`config.mk`:
```
export PLATFORM = sky130hd
export DESIGN_NAME = alu_mult_ctrl
export DESIGN_NICKNAME = d
export VERILOG_FILES = /design/src/rtl/alu_pkg.sv /design/src/rtl/alu.sv /design/src/rtl/alu_mult_ctrl.sv
export SDC_FILE = /design/constraint.sdc
export NUM_CORES = 1
export LEC_CHECK = 0
export ABC_CLOCK_PERIOD_IN_PS = 5900
export CORE_UTILIZATION = 56
export CTS_CLUSTER_SIZE = 28
export DETAILED_ROUTE_END_ITERATION = 16
export PLACE_DENSITY = 0.93
export SKIP_CTS_REPAIR_TIMING = 1
export SLEW_MARGIN = 20
export SYNTH_ARGS = -nofsm -noshare
export SYNTH_HDL_FRONTEND = slang
export SYNTH_SLANG_ARGS = --single-unit
```
`constraint.sdc`:
```
create_clock -name clk -period 5.9 [get_ports clk]
set_input_delay 0.59 -clock clk [delete_from_list [all_inputs] [get_ports clk]]
set_output_delay 0.59 -clock clk [all_outputs]
set_load 0.03 [all_outputs]
```
`src/rtl/alu_pkg.sv`:
```
// Shared ALU definitions: operation codes and the multiplier controller state type.
package alu_pkg;
   localparam int ALU_WIDTH = 32;

   localparam logic [2:0] ALU_AND = 3'b000;
   localparam logic [2:0] ALU_OR  = 3'b001;
   localparam logic [2:0] ALU_ADD = 3'b010;
   localparam logic [2:0] ALU_SUB = 3'b110;
   localparam logic [2:0] ALU_SLT = 3'b111;

   typedef enum logic [1:0] {
      IDLE = 2'd0,
      RUN  = 2'd1,
      DONE = 2'd2
   } mult_state_e;
endpackage

```
`src/rtl/alu.sv`:
```
// Existing 32-bit ALU: AND/OR/ADD/SUB/SLT with unsigned carry, signed overflow and zero flags.
module alu
   import alu_pkg::*;
(
   input  logic [31:0] A,
   input  logic [31:0] B,
   input  logic [2:0]  ALUop,
   output logic        Overflow,
   output logic        CarryOut,
   output logic        Zero,
   output logic [31:0] Result
);
   logic        sub;
   logic [31:0] b_op;
   logic [32:0] sum;

   always_comb begin
      sub      = (ALUop == ALU_SUB) || (ALUop == ALU_SLT);
      b_op     = sub ? ~B : B;
      sum      = {1'b0, A} + {1'b0, b_op} + {32'd0, sub};
      CarryOut = sum[32];
      Overflow = (A[31] == b_op[31]) && (sum[31] != A[31]);
      case (ALUop)
         ALU_AND: Result = A & B;
         ALU_OR:  Result = A | B;
         ALU_ADD: Result = sum[31:0];
         ALU_SUB: Result = sum[31:0];
         ALU_SLT: Result = {31'd0, sum[31] ^ Overflow};
         default: Result = 32'd0;
      endcase
      Zero = (Result == 32'd0);
   end
endmodule

```
`src/rtl/alu_mult_ctrl.sv`:
```
// Shift-add unsigned multiplier controller using the shared ALU as its adder.
// Optional MULT_EARLY_TERM_EN: zero operands skip straight to DONE.
module alu_mult_ctrl
   import alu_pkg::*;
#(
   parameter int WIDTH = 32
) (
   input  logic             clk,
   input  logic             rst,
   input  logic             in_valid,
   output logic             in_ready,
   input  logic [WIDTH-1:0] in_a,
   input  logic [WIDTH-1:0] in_b,
   output logic             out_valid,
   input  logic             out_ready,
   output logic [WIDTH-1:0] out_hi,
   output logic [WIDTH-1:0] out_lo,
   output logic             busy
);
   localparam int CNT_W = $clog2(WIDTH);

   mult_state_e      state, next_state;
   logic [WIDTH-1:0] mcand, hi, lo;
   logic [CNT_W-1:0] cnt;
   logic [WIDTH-1:0] alu_result;
   logic             alu_carry;
   logic             alu_ovf_unused, alu_zero_unused;
   logic             accept, last_iter, early_zero;

`ifdef MULT_EARLY_TERM_EN
   assign early_zero = (in_a == '0) || (in_b == '0);
`else
   assign early_zero = 1'b0;
`endif

   alu u_alu (hi, mcand, ALU_ADD, alu_ovf_unused, alu_carry, alu_zero_unused, alu_result);

   assign accept    = (state == IDLE) && in_valid;
   assign last_iter = (cnt == CNT_W'(WIDTH - 1));

   always_ff @(posedge clk or posedge rst) begin
      if (rst) state <= IDLE;
      else     state <= next_state;
   end

   always_comb begin
      next_state = state;
      case (state)
         IDLE:    if (in_valid) next_state = early_zero ? DONE : RUN;
         RUN:     if (last_iter) next_state = DONE;
         DONE:    if (out_ready) next_state = IDLE;
         default: next_state = IDLE;
      endcase
   end

   // {hi,lo} shifts right each iteration; the adder carry becomes hi's new MSB
   always_ff @(posedge clk or posedge rst) begin
      if (rst) begin
         mcand <= '0;
         hi    <= '0;
         lo    <= '0;
         cnt   <= '0;
      end else if (accept) begin
         mcand <= in_a;
         hi    <= '0;
         lo    <= early_zero ? '0 : in_b;
         cnt   <= '0;
      end else if (state == RUN) begin
         if (lo[0]) begin
            hi <= {alu_carry, alu_result[WIDTH-1:1]};
            lo <= {alu_result[0], lo[WIDTH-1:1]};
         end else begin
            hi <= {1'b0, hi[WIDTH-1:1]};
            lo <= {hi[0], lo[WIDTH-1:1]};
         end
         cnt <= cnt + 1'b1;
      end
   end

   assign in_ready  = (state == IDLE) & ~rst;
   assign out_valid = (state == DONE);
   assign busy      = (state != IDLE);
   assign out_hi    = (state == DONE) ? hi : '0;
   assign out_lo    = (state == DONE) ? lo : '0;
endmodule

```
==> results of run 1 <==
[registers in the layout (all words and copies together), names as in the netlist]
signal	cells
state	2
lo	32
cnt	5
hi	32
mcand	32
[synth_stat cells (all sizes together) (2+ instances only)]
cell type | count | area (um^2)
o211ai | 3 | 27.5
and2 | 69 | 432
ha | 34 | 425
nand4 | 11 | 68.8
nand2b | 2 | 12.5
a222oi | 2 | 20.0
dfrtp | 103 | 2580
xor2 | 12 | 105
a22oi | 45 | 338
nor3 | 8 | 40.0
nor2 | 33 | 124
and3 | 2 | 12.5
a211oi | 2 | 20.0
mux2i | 12 | 120
a221oi | 3 | 32.5
nor3b | 4 | 30.0
a31oi | 10 | 77.6
nand3 | 12 | 60.1
nor2b | 5 | 31.3
a21o | 7 | 52.6
a21boi | 6 | 48.8
a41oi | 2 | 43.8
o21ai | 59 | 299
buf | 14 | 65.1
o221ai | 2 | 30.0
clkbuf | 33 | 124
a21oi | 39 | 206
inv | 16 | 60.1
xnor2 | 15 | 131
o21bai | 6 | 48.8
nand2 | 199 | 747
a22o | 3 | 26.3
[path summary, 6_finish.rpt]
kind	endpoint	depth (start not counted)	slack, ps
worst max-delay path	hi[31]$_DFFE_PP0P_	7	2850
worst min-delay path	mcand[25]$_DFFE_PP0P_	2	490
worst max register to register	hi[31]$_DFFE_PP0P_	7	2850
max in group asynchronous	lo[17]$_DFFE_PP0P_	3	4050
worst min register to register	mcand[25]$_DFFE_PP0P_	2	490
min in group asynchronous	lo[18]$_DFFE_PP0P_	2	600
[through the flow]
step	setup slack, ps	std cells	power [mW]
floorplan	2610	783	3.37
global placement	2870	1019	3.89
detailed placement	2730	1019	4.00
CTS	2600	1035	4.67
global route	2730	1036	5.13
finish	2850	1036	4.72
[worst reg2reg max path: cells and delay by family (launching register included)]
| family | cells | cell delay, ps |
|---|---|---|
| buffers and inverters | 2 | 920 |
| AO/OA/AOI/OAI | 2 | 780 |
| AND/OR/NAND/NOR | 3 | 780 |
| flip-flops | 1 | 430 |
[routing by layer]
metal	vias to the layer above	global-route usage (%)	part of all wire, %
li1	2917	-	-
met1	2866	40.3	43
met2	269	49.0	48
met3	47	3.23	5.9
met4	0	12.9	3.5
met5	-	0	0
[layout make-up]
class	count	area (um^2)	area share, %
multi-input cells	617	3730	45.0
clock buffers	10	239	2.89
clock inverters	6	86.3	1.04
repair buffers	141	1410	17.0
well taps	143	179	2.16
flip-flops and latches	103	2580	31.1
inverters	16	62.6	0.756
[cell families (layout without fill, tap and decap cells)]
kind of cell             Yosys count  after routing  synth area share, %
AO/OA/AOI/OAI                    195            195                 20.3
XOR/XNOR                          27             27                 3.62
adder cells (fa/ha/maj)           35             35                 6.81
buffers and inverters             63            173                 3.81
flip-flops                       103            103                 39.4
multiplexers                      12             12                 1.84
AND/OR/NAND/NOR                  348            348                 24.1
[where the power goes]
part	switching, mW	leakage (nW)	internal [mW]
registers	0.331	1.27	1.07
clock network	0.290	0.160	0.353
logic	1.61	2.25	1.07
==> results.py, run 1 <==
metrics = {
    "global_route": {
        "grt_pass1_vias": 5783,
        "grt_pass1_wl_um": 28000,
        "grt_max_degree": 73,
        "track_usage_pct": 29.9,
        "antenna_found_initial": 0,
        "grt_overflow": 0,
    },
    "yosys": {
        "syn_area_per_cell_um2": 8.35,
        "synth-main-ff-cell": "dfrtp_1",
        "yosysSeqAreaShare_pct": 39.4,
        "syn_nets": 886,
        "yosysUniqueCellTypes": 55,
        "ys_warn_count": 0,
        "syn_area_um2": 6540,
        "synthArstFlopShare_pct": 100,
        "synth_edf_count": 0,
        "ys_ff_latch": 103,
        "synth_cells": 783,
    },
    "placed_design": {
        "post-dp-hpwl_um": 12000,
        "io_buffers": 134,
        "placed_area_um2": 7930,
        "gp_congestion": 0.978,
    },
    "layout": {
        "antenna_cells": 0,
        "drive_gt1_share_pct": 5.04,
        "fin_area_um2": 8280,
        "mostFrequentLayoutCell": "nand2_1",
        "fin_util_pct": 72.5,
        "layout_common_cells": "nand2_1 (199), clkdlybuf4s50_1 (134), dfrtp_1 (103), and2_1 (67), o21ai_0 (48)",
        "layout.nets": 991,
        "syn_to_final_growth_pct": 26.7,
        "fillers": 858,
    },
    "critical_path": {
        "critPathMaxStageDelay_ps": 590,
        "cp_num_buf_inv": 2,
        "cp_slowest_cell": "a2111oi_0",
        "startpoint_type": "register",
        "rr_startpoint": "state[0]$_DFFE_PP0P_",
        "crit_path_start": "state[0]$_DFFE_PP0P_",
        "path_common_cell": "buf_4",
        "end_kind": "register",
        "criticalPathCategory": "reg2reg",
        "crit_arrival_ps": 3250,
        "path_cells": "nor2_1 > and2_2 > buf_4 > nor2_4 > buf_4 > a2111oi_0 > a31oi_1",
        "critical_path_peak_fanout": 67,
        "cp.required_ps": 6110,
        "critPathTopFamily": "buffers and inverters",
    },
    "route": {
        "wl_per_cell_um": 16.9,
        "drc": 0,
        "vias": 6099,
        "via_per_inst": 5.89,
        "drtPass1Iterations": 5,
        "first_iter_violations": 640,
        "drtAntennaViolNets": 0,
        "wl_um": 17500,
    },
    "power": {
        "ir_drop_uv": 312,
        "power_density_nw_per_um2": 570,
        "p_leak_nw": 3.68,
    },
    "cts": {
        "worstSkewPairLatency_ps": 360,
        "root_buffer": "clkbuf_16",
        "clock_sinks": 103,
        "clkSlewWorstSetupHoldPaths_ps": 70,
        "clock_path_buffers": 2,
        "htreeDepth": 3,
        "cts_made_buffers": 9,
        "cts_tree": "built",
    },
    "run": {
        "drv_cap": 0,
    },
    "sta": {
        "grt_setup_unrepaired": "false",
        "worst_pin_slew_ps": 968,
        "slew_viol_final": 0,
        "max_clock_freq_ghz": 0.328,
        "finalCriticalPeriod_ps": 3050,
        "relSlewSlack_pct": 35.5,
        "clock_skew_ps": 9.98,
        "hold_viol_final": 0,
        "fin_tns_setup_ps": 0,
        "period_share_pct": 51.7,
        "setup_viol": 0,
        "whs_ps": 494,
    },
    "die": {
        "core-area_um2": 11400,
        "rows": 39,
        "dieArea_um2": 12100,
        "start_util_pct": 57.2,
        "ios": 135,
        "chipHeight_um": 110,
        "fp.dieW_um": 110,
    },
    "min_path": {
        "min-delay-start": "mcand[25]$_DFFE_PP0P_",
        "hold_class": "reg2reg",
    },
    "status": {
        "status": "complete, no violations",
    },
}
No activity file was read; power rests on OpenSTA's default activity.
==> run 2: changes to the inputs <==
--- a/config.mk
+++ b/config.mk
@@ -5,11 +5,11 @@
 export SDC_FILE = /design/constraint.sdc
 export NUM_CORES = 1
 export LEC_CHECK = 0
-export ABC_CLOCK_PERIOD_IN_PS = 5900
-export CORE_UTILIZATION = 56
+export ABC_CLOCK_PERIOD_IN_PS = 3000
+export CORE_UTILIZATION = 52
 export CTS_CLUSTER_SIZE = 28
 export DETAILED_ROUTE_END_ITERATION = 16
-export PLACE_DENSITY = 0.93
+export PLACE_DENSITY = 0.88
 export SKIP_CTS_REPAIR_TIMING = 1
 export SLEW_MARGIN = 20
 export SYNTH_ARGS = -nofsm -noshare
==> constraint.sdc (replaced) <==
create_clock -name clk -period 3 [get_ports clk]
set_input_delay 0.3 -clock clk [delete_from_list [all_inputs] [get_ports clk]]
set_output_delay 0.3 -clock clk [all_outputs]
set_load 0.03 [all_outputs]
==> results.py, run 2 (same netlist as run 1, synthesis figures left out) <==
metrics = {
    "sta": {
        "whs_ps": 467,
        "finalCriticalPeriod_ps": 2530,
        "setup_viol": 0,
        "max_clock_freq_ghz": 0.396,
        "setup_slack_ps": 472,
        "worst_pin_slew_ps": 872,
        "hold_viol_final": 0,
        "slew_viol_final": 0,
        "grt_setup_unrepaired": "false",
        "period_share_pct": 84.3,
        "clock_skew_ps": 10.3,
        "fin_tns_setup_ps": 0,
        "relSlewSlack_pct": 41.8,
    },
    "global_route": {
        "grt_pass1_wl_um": 28200,
        "antenna_found_initial": 0,
        "grt_max_degree": 67,
        "track_usage_pct": 27.5,
        "grt_overflow": 0,
        "grt_pass1_vias": 5672,
    },
    "die": {
        "fp.dieW_um": 114,
        "ios": 135,
        "core-area_um2": 12100,
        "chipHeight_um": 114,
        "start_util_pct": 54.0,
        "rows": 40,
        "dieArea_um2": 13000,
    },
    "layout": {
        "seq_area_um2": 2580,
        "fin_area_um2": 8330,
        "layout.cells.non_filler": 1068,
        "drive_gt1_share_pct": 5.67,
        "multi_input_area_um2": 3730,
        "layout.nets": 998,
        "antenna_cells": 0,
        "layout_common_cells": "nand2_1 (199), clkdlybuf4s50_1 (134), dfrtp_1 (103), and2_1 (67), o21ai_0 (48)",
        "fillers": 983,
        "syn_to_final_growth_pct": 27.4,
        "largestRegisters": "hi x32, lo x32, mcand x32",
        "mostFrequentLayoutCell": "nand2_1",
    },
    "status": {
        "status": "complete, no violations",
    },
    "route": {
        "wl_per_cell_um": 16.2,
        "first_iter_violations": 505,
        "drtPass1Iterations": 6,
        "drc": 0,
        "drtAntennaViolNets": 0,
        "wl_um": 17300,
        "via_per_inst": 5.64,
        "vias": 6022,
    },
    "power": {
        "p_sw_share_pct": 47.1,
        "seqPwrFrac_pct": 29.6,
        "p_leak_nw": 3.69,
        "combPwrFrac_pct": 58.2,
        "p_sw_mw": 4.28,
        "ir_drop_uv": 527,
        "power_density_nw_per_um2": 1090,
        "p_int_mw": 4.80,
        "pwr-share-clk_pct": 12.3,
    },
    "critical_path": {
        "path_cells": "ha_1 > inv_1 > fa_1 > and2b_1 > o2111ai_2 > a211oi_2 > o21ai_2 > a41oi_4 > xnor2_1 > o21ai_1",
        "criticalPathCategory": "reg2reg",
        "cp_num_buf_inv": 1,
        "startpoint_type": "register",
        "critical_path_peak_fanout": 4,
        "end_kind": "register",
        "cp_slowest_cell": "fa_1",
        "cp.required_ps": 3200,
        "critPathTopFamily": "compound AO/OA/AOI/OAI gates",
        "critPathMaxStageDelay_ps": 390,
        "crit_arrival_ps": 2730,
    },
    "cts": {
        "cts_made_buffers": 9,
        "root_buffer": "clkbuf_16",
        "clkSlewWorstSetupHoldPaths_ps": 70,
        "clock_sinks": 103,
        "worstSkewPairLatency_ps": 350,
        "cts_tree": "built",
        "htreeDepth": 3,
        "clock_path_buffers": 2,
    },
    "run": {
        "drv_cap": 0,
    },
    "placed_design": {
        "placed_area_um2": 8050,
        "post-dp-hpwl_um": 12500,
        "preCtsSetupSlack_ps": 512,
        "gp_congestion": 0.953,
        "dp_cells": 1052,
        "io_buffers": 134,
    },
    "min_path": {
        "hold_class": "in2async",
    },
}
## run 2: changes by cell type in the layout (fill, tap and decap cells not counted), sizes merged
cell / previous run / this run
buf: 7 / 14
clkinv: 2 / 5
inv: 19 / 16
bufinv: 1 / 0
clkinvlp: 0 / 1
## run 2: layout make-up
cell class | count | share of cell area (%)
well taps | 168 | 2.52
multi-input cells | 617 | 44.8
clock buffers | 10 | 2.75
flip-flops and latches | 103 | 31.0
inverters | 16 | 0.766
repair buffers | 148 | 17.7
clock inverters | 6 | 0.541
## run 2: power by group through the flow
| stage | sequential [mW] | combinational, mW | clock, mW |
|---|---|---|---|
| finish | 2.69 | 5.29 | 1.11 |
| global route | 2.78 | 5.90 | 1.19 |
| CTS | 2.68 | 5.24 | 1.13 |
| detailed placement | 2.70 | 5.21 | 0 |
| global placement | 2.67 | 5.11 | 0 |
| floorplan | 2.49 | 4.14 | 0 |
## run 2: per-stage QoR
| step | power (mW) | util, % |
|---|---|---|
| after detailed placement | 7.91 | 66.5 |
| after floorplan | 6.63 | - |
| after global routing | 9.88 | 68.7 |
| final | 9.09 | 68.7 |
| after global placement | 7.79 | 66.5 |
| after CTS | 9.05 | 68.7 |
## run 2: worst reg2reg max path: stages (launching register included)
cell and delay [ps]:
dfrtp_1 380, ha_1 180, inv_1 60, fa_1 390
and2b_1 240, o2111ai_2 170, a211oi_2 360, o21ai_2 140
a41oi_4 240, xnor2_1 150, o21ai_1 80
## run 2: final timing paths
check	from	to	slack (ps)	depth (start not counted)
min in group clk	in_a[12]	mcand[12]$_DFFE_PP0P_	470	3
min	rst	lo[7]$_DFFE_PP0P_	470	2
max reg2reg	hi[0]$_DFFE_PP0P_	hi[23]$_DFFE_PP0P_	470	10
max in group asynchronous	rst	hi[15]$_DFFE_PP0P_	1880	3
min reg2reg	mcand[25]$_DFFE_PP0P_	mcand[25]$_DFFE_PP0P_	480	2
max	hi[0]$_DFFE_PP0P_	hi[23]$_DFFE_PP0P_	470	10
## run 2: layer usage
metal	vias to the layer above	share of wire [%]	routed length, um	global-route usage [%]
li1	2935	-	-	-
met1	2854	45	7860	37.7
met2	210	48	8260	44.8
met3	23	5.2	895	4.92
met4	0	1.6	277	7.62
met5	-	0	0	0
